### config.mk
export PLATFORM = sky130hd
export DESIGN_NAME = spi_cmd_sequencer_flat
export DESIGN_NICKNAME = d
export VERILOG_FILES = /design/src/rtl/spi_cmd_sequencer_pkg.sv /design/src/rtl/spi_cmd_sequencer_if.sv /design/src/rtl/spi_cmd_sequencer.sv /design/src/flat_wrapper.sv
export SDC_FILE = /design/constraint.sdc
export NUM_CORES = 1
export LEC_CHECK = 0
export BUFFER_PORTS_ARGS = -buffer_cell sky130_fd_sc_hd__buf_2
export CAP_MARGIN = 20
export CORE_MARGIN = 1.5
export CORE_UTILIZATION = 55
export CTS_CLUSTER_DIAMETER = 100
export DETAILED_ROUTE_END_ITERATION = 7
export PLACE_DENSITY = 0.8
export SYNTH_ARGS = -nofsm -noshare
export SYNTH_HDL_FRONTEND = slang
export SYNTH_SLANG_ARGS = --single-unit
### constraint.sdc
create_clock -name clk_sys_i -period 3.8 [get_ports clk_sys_i]
set_clock_uncertainty 0.15 [all_clocks]
set_input_delay 0.19 -clock clk_sys_i [delete_from_list [all_inputs] [get_ports clk_sys_i]]
set_output_delay 0.19 -clock clk_sys_i [all_outputs]
set_load 0.02 [all_outputs]
### src/rtl/spi_cmd_sequencer_pkg.sv
// rtl/spi_cmd_sequencer_pkg.sv - opcode/state types and argument counts for the SPI command sequencer
//
// Purpose: shared types for spi_cmd_sequencer.
//   opcode_e : command opcodes carried in cmd byte [7:4]
//   state_e  : sequencer FSM states
//   ARGS_*   : number of argument bytes following each opcode
package spi_cmd_pkg;

  typedef enum logic [3:0] {
    WRITE_AT   = 4'h8,
    READ_AT    = 4'h2,
    READ_NEXT  = 4'h3,
    WRITE_NEXT = 4'h4
  } opcode_e;

  typedef enum logic [2:0] {
    IDLE,
    CMD,
    ARG,
    BUS,
    DONE,
    ERROR
  } state_e;

  localparam logic [1:0] ARGS_WRITE_AT   = 2'd3;
  localparam logic [1:0] ARGS_READ_AT    = 2'd2;
  localparam logic [1:0] ARGS_READ_NEXT  = 2'd0;
  localparam logic [1:0] ARGS_WRITE_NEXT = 2'd1;

  function automatic logic op_is_valid(input logic [3:0] op);
    return (op == WRITE_AT) || (op == READ_AT) || (op == READ_NEXT) || (op == WRITE_NEXT);
  endfunction

  function automatic logic [1:0] op_arg_count(input logic [3:0] op);
    case (op)
      WRITE_AT:   return ARGS_WRITE_AT;
      READ_AT:    return ARGS_READ_AT;
      WRITE_NEXT: return ARGS_WRITE_NEXT;
      default:    return ARGS_READ_NEXT;
    endcase
  endfunction

  function automatic logic op_is_write(input opcode_e op);
    return (op == WRITE_AT) || (op == WRITE_NEXT);
  endfunction

  // Full 17-bit address: A16 from the command byte, then the two argument bytes.
  function automatic logic [16:0] join_addr(input logic a16, input logic [7:0] hi, input logic [7:0] lo);
    return {a16, hi, lo};
  endfunction

endpackage

### src/rtl/spi_cmd_sequencer_if.sv
// rtl/spi_cmd_sequencer_if.sv - SPI byte-side and bus-side signal bundle for spi_cmd_sequencer
//
// Purpose: groups the spi_byte handshake and the simple strobe/ack bus.
//   spi_cs_ni, rx_byte_i, rx_valid_i, tx_byte_o : byte-level SPI side
//   addr_o, data_o, data_i, we_o, strobe_o, ack_i, busy_o : bus side
//   modport master : the sequencer
//   modport slave  : the environment (spi_byte + bus target)
interface spi_cmd_sequencer_if #(
  parameter int ADDR_WIDTH = 17,
  parameter int DATA_WIDTH = 8
);

  logic                  spi_cs_ni;
  logic [7:0]            rx_byte_i;
  logic                  rx_valid_i;
  logic [7:0]            tx_byte_o;
  logic [ADDR_WIDTH-1:0] addr_o;
  logic [DATA_WIDTH-1:0] data_o;
  logic [DATA_WIDTH-1:0] data_i;
  logic                  we_o;
  logic                  strobe_o;
  logic                  ack_i;
  logic                  busy_o;

  modport master (
    input  spi_cs_ni, rx_byte_i, rx_valid_i, data_i, ack_i,
    output tx_byte_o, addr_o, data_o, we_o, strobe_o, busy_o
  );

  modport slave (
    output spi_cs_ni, rx_byte_i, rx_valid_i, data_i, ack_i,
    input  tx_byte_o, addr_o, data_o, we_o, strobe_o, busy_o
  );

endinterface

### src/rtl/spi_cmd_sequencer.sv
// rtl/spi_cmd_sequencer.sv - decodes SPI command bytes into single bus read/write cycles
//
// Purpose: collects a command byte plus its arguments from spi_byte, issues one
// strobe/ack bus cycle per command, and returns read data through tx_byte_o.
// Ports:
//   clk_sys_i : system clock, rising edge
//   reset_i   : asynchronous active-high reset
//   bus       : spi_cmd_sequencer_if.master (SPI byte side + bus side)
module spi_cmd_sequencer
  import spi_cmd_pkg::*;
#(
  parameter int ADDR_WIDTH = 17,
  parameter int DATA_WIDTH = 8
) (
  input  logic                  clk_sys_i,
  input  logic                  reset_i,
  spi_cmd_sequencer_if.master   bus
);

  state_e                state;
  opcode_e               op_q;
  logic                  a16_q;
  logic [1:0]            arg_cnt;
  logic [7:0]            data_buf;
  logic [7:0]            addr_hi_buf;
  logic                  cs_q;
  logic [ADDR_WIDTH-1:0] addr_q;
  logic [DATA_WIDTH-1:0] data_q;
  logic [7:0]            tx_q;
  logic                  we_q;
  logic                  strobe_q;
  logic                  busy_q;

  logic       cs_fall;
  logic       cs_high;
  logic [3:0] rx_op;

  assign cs_fall = cs_q & ~bus.spi_cs_ni;
  assign cs_high = bus.spi_cs_ni;
  assign rx_op   = bus.rx_byte_i[7:4];

  assign bus.addr_o    = addr_q;
  assign bus.data_o    = data_q;
  assign bus.tx_byte_o = tx_q;
  assign bus.we_o      = we_q;
  assign bus.strobe_o  = strobe_q;
  assign bus.busy_o    = busy_q;

  always_ff @(posedge clk_sys_i or posedge reset_i) begin
    if (reset_i) begin
      state       <= IDLE;
      op_q        <= READ_NEXT;
      a16_q       <= 1'b0;
      arg_cnt     <= 2'd0;
      data_buf    <= 8'h00;
      addr_hi_buf <= 8'h00;
      cs_q        <= 1'b1;
      addr_q      <= '0;
      data_q      <= '0;
      tx_q        <= 8'h00;
      we_q        <= 1'b0;
      strobe_q    <= 1'b0;
      busy_q      <= 1'b0;
    end else begin
      cs_q <= bus.spi_cs_ni;
      case (state)
        IDLE: begin
          if (cs_fall) state <= CMD;
        end

        // DONE accepts the next command byte exactly like CMD, so commands chain within one frame.
        CMD, DONE: begin
          if (cs_high) begin
            state <= IDLE;
          end else if (bus.rx_valid_i) begin
            if (!op_is_valid(rx_op)) begin
              state <= ERROR;
            end else begin
              op_q    <= opcode_e'(rx_op);
              a16_q   <= bus.rx_byte_i[0];
              arg_cnt <= op_arg_count(rx_op);
              if (op_arg_count(rx_op) == 2'd0) begin
                addr_q   <= addr_q + ADDR_WIDTH'(1);
                we_q     <= op_is_write(opcode_e'(rx_op));
                strobe_q <= 1'b1;
                busy_q   <= 1'b1;
                state    <= BUS;
              end else begin
                state <= ARG;
              end
            end
          end
        end

        // Arguments land in shadow buffers; addr_q/data_q only change on the final byte,
        // so a frame cut short by CS leaves the visible bus registers untouched.
        ARG: begin
          if (cs_high) begin
            state <= IDLE;
          end else if (bus.rx_valid_i) begin
            arg_cnt <= arg_cnt - 2'd1;
            if (arg_cnt == 2'd1) begin
              case (op_q)
                WRITE_AT: begin
                  addr_q <= ADDR_WIDTH'(join_addr(a16_q, addr_hi_buf, bus.rx_byte_i));
                  data_q <= DATA_WIDTH'(data_buf);
                end
                READ_AT: begin
                  addr_q <= ADDR_WIDTH'(join_addr(a16_q, addr_hi_buf, bus.rx_byte_i));
                end
                WRITE_NEXT: begin
                  addr_q <= addr_q + ADDR_WIDTH'(1);
                  data_q <= DATA_WIDTH'(bus.rx_byte_i);
                end
                default: ;
              endcase
              we_q     <= op_is_write(op_q);
              strobe_q <= 1'b1;
              busy_q   <= 1'b1;
              state    <= BUS;
            end else if (op_q == WRITE_AT && arg_cnt == ARGS_WRITE_AT) begin
              data_buf <= bus.rx_byte_i;
            end else begin
              addr_hi_buf <= bus.rx_byte_i;
            end
          end
        end

        // CS is deliberately not checked here until ack: the cycle must complete.
        BUS: begin
          if (bus.ack_i) begin
            strobe_q <= 1'b0;
            busy_q   <= 1'b0;
            if (!we_q) tx_q <= 8'(bus.data_i);
            state <= cs_high ? IDLE : DONE;
          end
        end

        ERROR: begin
          if (cs_high) state <= IDLE;
        end

        default: state <= IDLE;
      endcase
    end
  end

endmodule

### src/flat_wrapper.sv
// flat-port wrapper written by rule: the top's interface ports become plain ports
module spi_cmd_sequencer_flat import spi_cmd_pkg::*;
#(
  parameter int ADDR_WIDTH = 17,
  parameter int DATA_WIDTH = 8
)
  (clk_sys_i, reset_i, bus_spi_cs_ni, bus_rx_byte_i, bus_rx_valid_i, bus_data_i, bus_ack_i, bus_tx_byte_o, bus_addr_o, bus_data_o, bus_we_o, bus_strobe_o, bus_busy_o);
  spi_cmd_sequencer_if #(.ADDR_WIDTH(ADDR_WIDTH), .DATA_WIDTH(DATA_WIDTH)) bus_i ();
  input  logic clk_sys_i;
  input  logic reset_i;
  input wire logic [$bits(bus_i.spi_cs_ni)-1:0] bus_spi_cs_ni;
  input wire logic [$bits(bus_i.rx_byte_i)-1:0] bus_rx_byte_i;
  input wire logic [$bits(bus_i.rx_valid_i)-1:0] bus_rx_valid_i;
  input wire logic [$bits(bus_i.data_i)-1:0] bus_data_i;
  input wire logic [$bits(bus_i.ack_i)-1:0] bus_ack_i;
  output wire logic [$bits(bus_i.tx_byte_o)-1:0] bus_tx_byte_o;
  output wire logic [$bits(bus_i.addr_o)-1:0] bus_addr_o;
  output wire logic [$bits(bus_i.data_o)-1:0] bus_data_o;
  output wire logic [$bits(bus_i.we_o)-1:0] bus_we_o;
  output wire logic [$bits(bus_i.strobe_o)-1:0] bus_strobe_o;
  output wire logic [$bits(bus_i.busy_o)-1:0] bus_busy_o;
  assign bus_i.spi_cs_ni = bus_spi_cs_ni;
  assign bus_i.rx_byte_i = bus_rx_byte_i;
  assign bus_i.rx_valid_i = bus_rx_valid_i;
  assign bus_i.data_i = bus_data_i;
  assign bus_i.ack_i = bus_ack_i;
  assign bus_tx_byte_o = bus_i.tx_byte_o;
  assign bus_addr_o = bus_i.addr_o;
  assign bus_data_o = bus_i.data_o;
  assign bus_we_o = bus_i.we_o;
  assign bus_strobe_o = bus_i.strobe_o;
  assign bus_busy_o = bus_i.busy_o;
  spi_cmd_sequencer #(.ADDR_WIDTH(ADDR_WIDTH), .DATA_WIDTH(DATA_WIDTH)) u_core (.clk_sys_i(clk_sys_i), .reset_i(reset_i), .bus(bus_i));
endmodule
==> qor.csv, run 1 <==
metric;value;unit
grt_usage;24.4;%
yosys_most_used_dff;dfrtp_1;
setup-violations-final;0;
synthesis.nets;347;
final_area;3960;µm²
cap_viol_max_count;0;
drt_iter0_markers;201;
cts_setup_buffers;0;
vias_per_cell;5.79;
wl_met3;349;µm
antenna_found_initial;0;
drt-wirelength-per-cell;16.0;µm
period_share;70.0;%
cts_buffers;9;
p_comb_share;27.5;%
rows;28;
path_clk_slew;0.08;ns
status;complete, no violations;
m1WireLength;3190;µm
grt_pass1_vias;2527;
cts.path.max_buffers;2;
diodes;0;
p_total;0.00235;W
final_util;67.7;%
rsz0062_at_grt;false;
hpwl;5030;µm
whs_path_depth;2;
yosysWarnings;0;
yosysSeqAreaShare;47.0;%
ir_drop;433;µV
yosysTopAreaCell;dfrtp_1;
die_h;80.6;µm
ys_seq_elements;62;
synth_area;3310;µm²
nFillCells;445;
area_delta_synth_final;19.7;%
p_int;0.00156;W
final_nets;406;
port_buffers;56;
cts.sinks;62;
placed_cell_area;3570;µm²
maxSlewViolCount;0;
finalNonFillerCells;462;
netlist_instances;323;
required;3.91;ns
cts_tree;done;
clkPwrFrac;30.3;%
pwr-share-seq;42.2;%
firstDrtPassIters;4;
p_sw_share;33.6;%
cp-start-kind;flip-flop;
hold_violations;0;
dp.cells;432;
hold_path_class;in2reg;
max_slew.worst_pin.slew;0.996;ns
synthDistinctLibCells;59;
highest_layer;met4;
grt_max_degree;48;
htree_levels;3;
ctsResizeCount;0;
critical_path_class;reg2reg;
cp-end-kind;flip-flop;
vias;2674;
cts-root-buf;clkbuf_8;
synth_edf_count;0;
grt_pass1_wl;11900;µm
p_switching;0.000789;W
rr_worst_depth;4;
yosysMostFrequentCell;dfrtp_1;
critPathMaxFanout;33;
period_needed;2.66;ns
p_leak;1.90;nW
core;5850;µm²
power.density;593;nW/µm²
wl_met2;3670;µm
die_x;80.6;µm
initial_core_util;56.6;%
yosys-top-cells-area;dfrtp_1, mux2_2, nand2_1;
drc;0;
relSlewSlack;33.5;%
synth_top_cell_area_share;44.6;%
detail-route-antenna-nets;0;
synth.avg_cell_area;10.2;µm²
io_pins;57;
overflow;0;
dieArea;6490;µm²
drive_above_1_share;29.2;%
yosys-top-cells-count;dfrtp_1, nand2_1, a21oi_1, mux2_2, o21ai_0;
setup_tns;0;ns
gp_congestion;0.882;
drt-total-wl;7380;µm
arrival;2.77;ns
synthArstFlopShare;100;%
clk_latency;0.34;ns
fmax;376;MHz
## final timing paths
kind | slack [ns] | from | end
hold / removal | 0.04 | bus_rx_byte_i[0] | u_core.addr_hi_buf[0]
max in group asynchronous | 2.51 | reset_i | u_core.op_q[0]
setup reg to reg | 1.14 | u_core.state[0] | u_core.bus.addr_o[2]
hold reg to reg | 0.33 | u_core.bus.data_o[1] | u_core.bus.data_o[1]
min in group asynchronous | 0.16 | reset_i | u_core.bus.tx_byte_o[5]
setup / recovery | 1.14 | u_core.state[0] | u_core.bus.addr_o[2]
## worst max-delay path, cell delays in order, from the launching register on
cell     delay, ns
dfrtp_1       0.57
nor3b_4       0.48
nand2_1       0.70
a31o_2        0.49
a22oi_1       0.17
## layout make-up
type | instances | area (µm²) | area share [%]
sequential | 62 | 1560 | 39.2
inverter | 5 | 18.8 | 0.474
multi-input combinational | 233 | 1610 | 40.6
tap | 75 | 93.8 | 2.37
clock buffer | 9 | 124 | 3.13
clock inverter | 7 | 123 | 3.09
timing repair buffer | 71 | 438 | 11.1
## what timing repair did
item	CTS	global route
setup endpoints to repair	0	0
hold buffers	13	0
hold endpoints to repair	59	0
## cell usage in the layout (no fill, tap or decap), drive strengths merged, types with 3 or more instances in the layout
cell type,count
a21oi,26
nand2,38
a2bb2oi,3
nor2,13
o21ai,26
clkbuf,9
a31oi,4
mux2,29
buf,58
and2,6
nor2b,4
bufinv,3
dfstp,3
dlygate4sd3,13
nand3,8
xnor2,3
a22oi,3
nor4,3
dfrtp,59
nand4,5
mux2i,11
nor3b,4
nor3,4
o22ai,4
and4,3
ha,3
inv,5
## per-stage QoR
step / hold slack [ns] / worst slack, ns
after floorplan: 0.0445 / 1.66
after global placement: 0.221 / 1.27
after detailed placement: 0.225 / 1.17
after CTS: 0.0229 / 1.15
after global routing: 0.0312 / 0.914
final: 0.0446 / 1.14
## layer usage
layer | vias up | global-route usage [%]
met2 | 71 | 38.5
met4 | 0 | 13.1
met5 | - | 0
met3 | 16 | 4.32
met1 | 1300 | 31.7
li1 | 1287 | -
## power by group through the flow
stage	Clock (W)	Sequential, W	Combinational, W
2_1_floorplan	0	0.00101	0.000453
3_3_place_gp	0	0.000982	0.000606
3_5_place_dp	0	0.000997	0.000635
4_1_cts	0.000723	0.000985	0.000647
5_1_grt	0.000762	0.00101	0.000707
6_report	0.000711	0.000992	0.000647
## cells by family (layout without fill, tap and decap cells)
| family | Yosys count | in the layout | share of synthesized area, % |
|---|---|---|---|
| compound gates | 84 | 84 | 16.3 |
| flops | 62 | 62 | 47.0 |
| fa+ha+maj | 3 | 3 | 1.13 |
| buf+inv | 28 | 92 | 4.35 |
| simple gates | 101 | 101 | 16.7 |
| xor+xnor | 5 | 5 | 1.32 |
| mux | 40 | 40 | 13.2 |
## flip-flops by register name, indices dropped and copies added (netlist names)
signal	count
u_core.data_buf	8
u_core.bus.data_o	8
u_core.a16_q	1
u_core.arg_cnt	2
u_core.bus.addr_o	17
u_core.state	3
u_core.bus.tx_byte_o	8
u_core.bus.we_o	1
u_core.cs_q	1
u_core.bus.busy_o	1
u_core.addr_hi_buf	8
u_core.op_q	4
Power figures use the tool's default switching activity.
==> run 2, diff against run 1 <==
==> constraint.sdc (replaced) <==
create_clock -name clk_sys_i -period 2.5 [get_ports clk_sys_i]
set_clock_uncertainty 0.15 [all_clocks]
set_input_delay 0.125 -clock clk_sys_i [delete_from_list [all_inputs] [get_ports clk_sys_i]]
set_output_delay 0.125 -clock clk_sys_i [all_outputs]
set_load 0.02 [all_outputs]
==> run 2 against run 1 <==
Against the previous run:
- total power increased by 50%
- sequential share of layout area fell by 0.43 points
- utilization rose by 0.75 points
- via count is 2.1% higher
- global-route usage rose by 0.34 points
- worst setup slack worse by 0.88 ns
- cell count up 2.2%
- routed wire length up 1.4%
- hold slack worse by 0.027 ns
- design area is 1.1% higher
- clock power rose by 38%
- die area stayed put
- largest cell class unchanged
- largest power group unchanged
- highest routed layer unchanged
==> qor.csv, run 2 (same netlist as run 1, synthesis figures left out) <==
metric;value;unit;change
status;complete, no violations;;
cp-start-kind;flip-flop;;
cts.sinks;62;;unchanged
critPathMaxStageDelay;0.58;ns;-0.12 ns
clkPwrFrac;27.9;%;-2.4 points
critical_path_class;reg2reg;;
drt_iter0_markers;246;;+22%
p_total;0.00352;W;+50%
ir_drop;531;µV;+23%
period_needed;2.23;ns;-0.425 ns
crit_slowest_cell;or4b_4;;
holdWs;0.0173;ns;-0.0273 ns
fmax;447;MHz;+19%
crit_start;u_core.op_q[3];;
p_comb_share;31.1;%;+3.6 points
ctsResizeCount;0;;unchanged
hold_path_class;in2reg;;
drt-total-wl;7480;µm;+1.4%
critPathMaxFanout;15;;-55%
initial_core_util;56.6;%;unchanged
firstDrtPassIters;5;;+1
grt_pass1_vias;2458;;-2.7%
multi_input_area;1610;µm²;unchanged
path_clk_slew;0.07;ns;about the same
power.density;878;nW/µm²;+48%
placed_cell_area;3630;µm²;+1.9%
regArea;1560;µm²;unchanged
rows;28;;unchanged
core;5850;µm²;unchanged
rsz0062_at_grt;false;;
layout_common_cells;dfrtp_1, buf_2, nand2_1, a21oi_1, mux2_2;;
detail-route-antenna-nets;0;;unchanged
cts_tree;done;;
largest_reg_flops;17;;unchanged
final_area;4010;µm²;+1.1%
clk_latency;0.35;ns;about the same
path_cells;or4b_4, and2_1, nor4b_1, a21oi_1, o21ai_1;;
p_sw_share;33.8;%;+0.20 points
drt-wirelength-per-cell;15.8;µm;-0.75%
grt_max_degree;31;;-35%
cts_buffers;9;;unchanged
min_from;bus_rx_byte_i[5];;
cap_viol_max_count;0;;unchanged
hpwl;5140;µm;+2.2%
grt_usage;24.7;%;+0.34 points
area_delta_synth_final;21.1;%;
port_buffers;56;;unchanged
r2r_start;u_core.op_q[3];;
io_pins;57;;unchanged
maxSlewViolCount;0;;unchanged
hold_violations;0;;unchanged
p_leak;1.93;nW;+1.8%
die_h;80.6;µm;unchanged
max_slew.worst_pin.slew;0.678;ns;-0.318 ns
p_int;0.00233;W;+49%
nFillCells;414;;-7.0%
grt_pass1_wl;12000;µm;+0.46%
arrival;2.35;ns;-0.42 ns
cp-end-kind;flip-flop;;
htree_levels;3;;unchanged
diodes;0;;unchanged
cts.path.max_buffers;2;;unchanged
die_x;80.6;µm;unchanged
cts-root-buf;clkbuf_8;;
dieArea;6490;µm²;unchanged
vias_per_cell;5.78;;-0.11%
drc;0;;unchanged
final_nets;416;;+2.5%
vias;2729;;+2.1%
p_switching;0.00119;W;+51%
period_share;89.4;%;+19 points
drive_above_1_share;30.5;%;+1.3 points
relSlewSlack;54.1;%;+21 points
required;2.61;ns;-1.30 ns
antenna_found_initial;0;;unchanged
overflow;0;;unchanged
pwr-share-seq;41.1;%;-1.1 points
final_common_cell;dfrtp_1;;
gp_congestion;0.852;;-3.4%
setup_tns;0;ns;unchanged
setup-violations-final;0;;unchanged
-- run 2: through the flow --
step | utilization [%] | worst slack [ns] | cells
3_3_place_gp | 62.1 | 0.401 | 441
5_1_grt | 68.5 | 0.154 | 472
4_1_cts | 68.5 | 0.283 | 472
2_1_floorplan | - | 0.363 | 323
6_report | 68.5 | 0.265 | 472
3_5_place_dp | 62.1 | 0.307 | 441
-- run 2: what timing repair did --
item / in CTS / in global routing
buffers inserted: 0 / 0
hold endpoints to repair: 47 / 0
hold buffers: 15 / 0
-- run 2: path summary, 6_finish.rpt --
path	end	slack (ns)	cells after the start
worst max-delay path	u_core.bus.addr_o[15]	0.27	5
worst min-delay path	u_core.data_buf[5]	0.02	2
worst max register to register	u_core.bus.addr_o[15]	0.27	5
worst min register to register	u_core.bus.data_o[1]	0.32	2
max in group asynchronous	u_core.bus.addr_o[1]	1.23	4
min in group asynchronous	u_core.bus.tx_byte_o[5]	0.26	3
-- run 2: metal layers --
layer	routed length, µm	track usage, %	vias to the layer above
met2	3660	38.4	82
met1	3230	32.0	1310
met4	237	14.5	0
met5	0	0	-
met3	351	4.55	20
li1	-	-	1317
-- run 2: power by group through the flow --
stage / Sequential [W] / Clock [W] / Combinational [W]
final: 0.00145 / 0.000980 / 0.00109
after global routing: 0.00147 / 0.00105 / 0.00119
after CTS: 0.00144 / 0.000991 / 0.00109
after detailed placement: 0.00145 / 0 / 0.00107
after global placement: 0.00144 / 0 / 0.00103
after floorplan: 0.00154 / 0 / 0.000688
-- run 2: worst max-delay path: cells and delay by family, from the launching register on --
| family | cells | cell delay [ns] |
|---|---|---|
| simple gates | 3 | 1.32 |
| flops | 1 | 0.44 |
| compound gates | 2 | 0.25 |
-- run 2: layout make-up --
| type | count | share of cell area [%] |
|---|---|---|
| repair buffers | 81 | 12.6 |
| flip-flops and latches | 62 | 38.8 |
| inverters | 5 | 0.468 |
| multi-input cells | 233 | 40.2 |
| clock buffers | 10 | 3.44 |
| well taps | 75 | 2.34 |
| clock inverters | 6 | 2.12 |
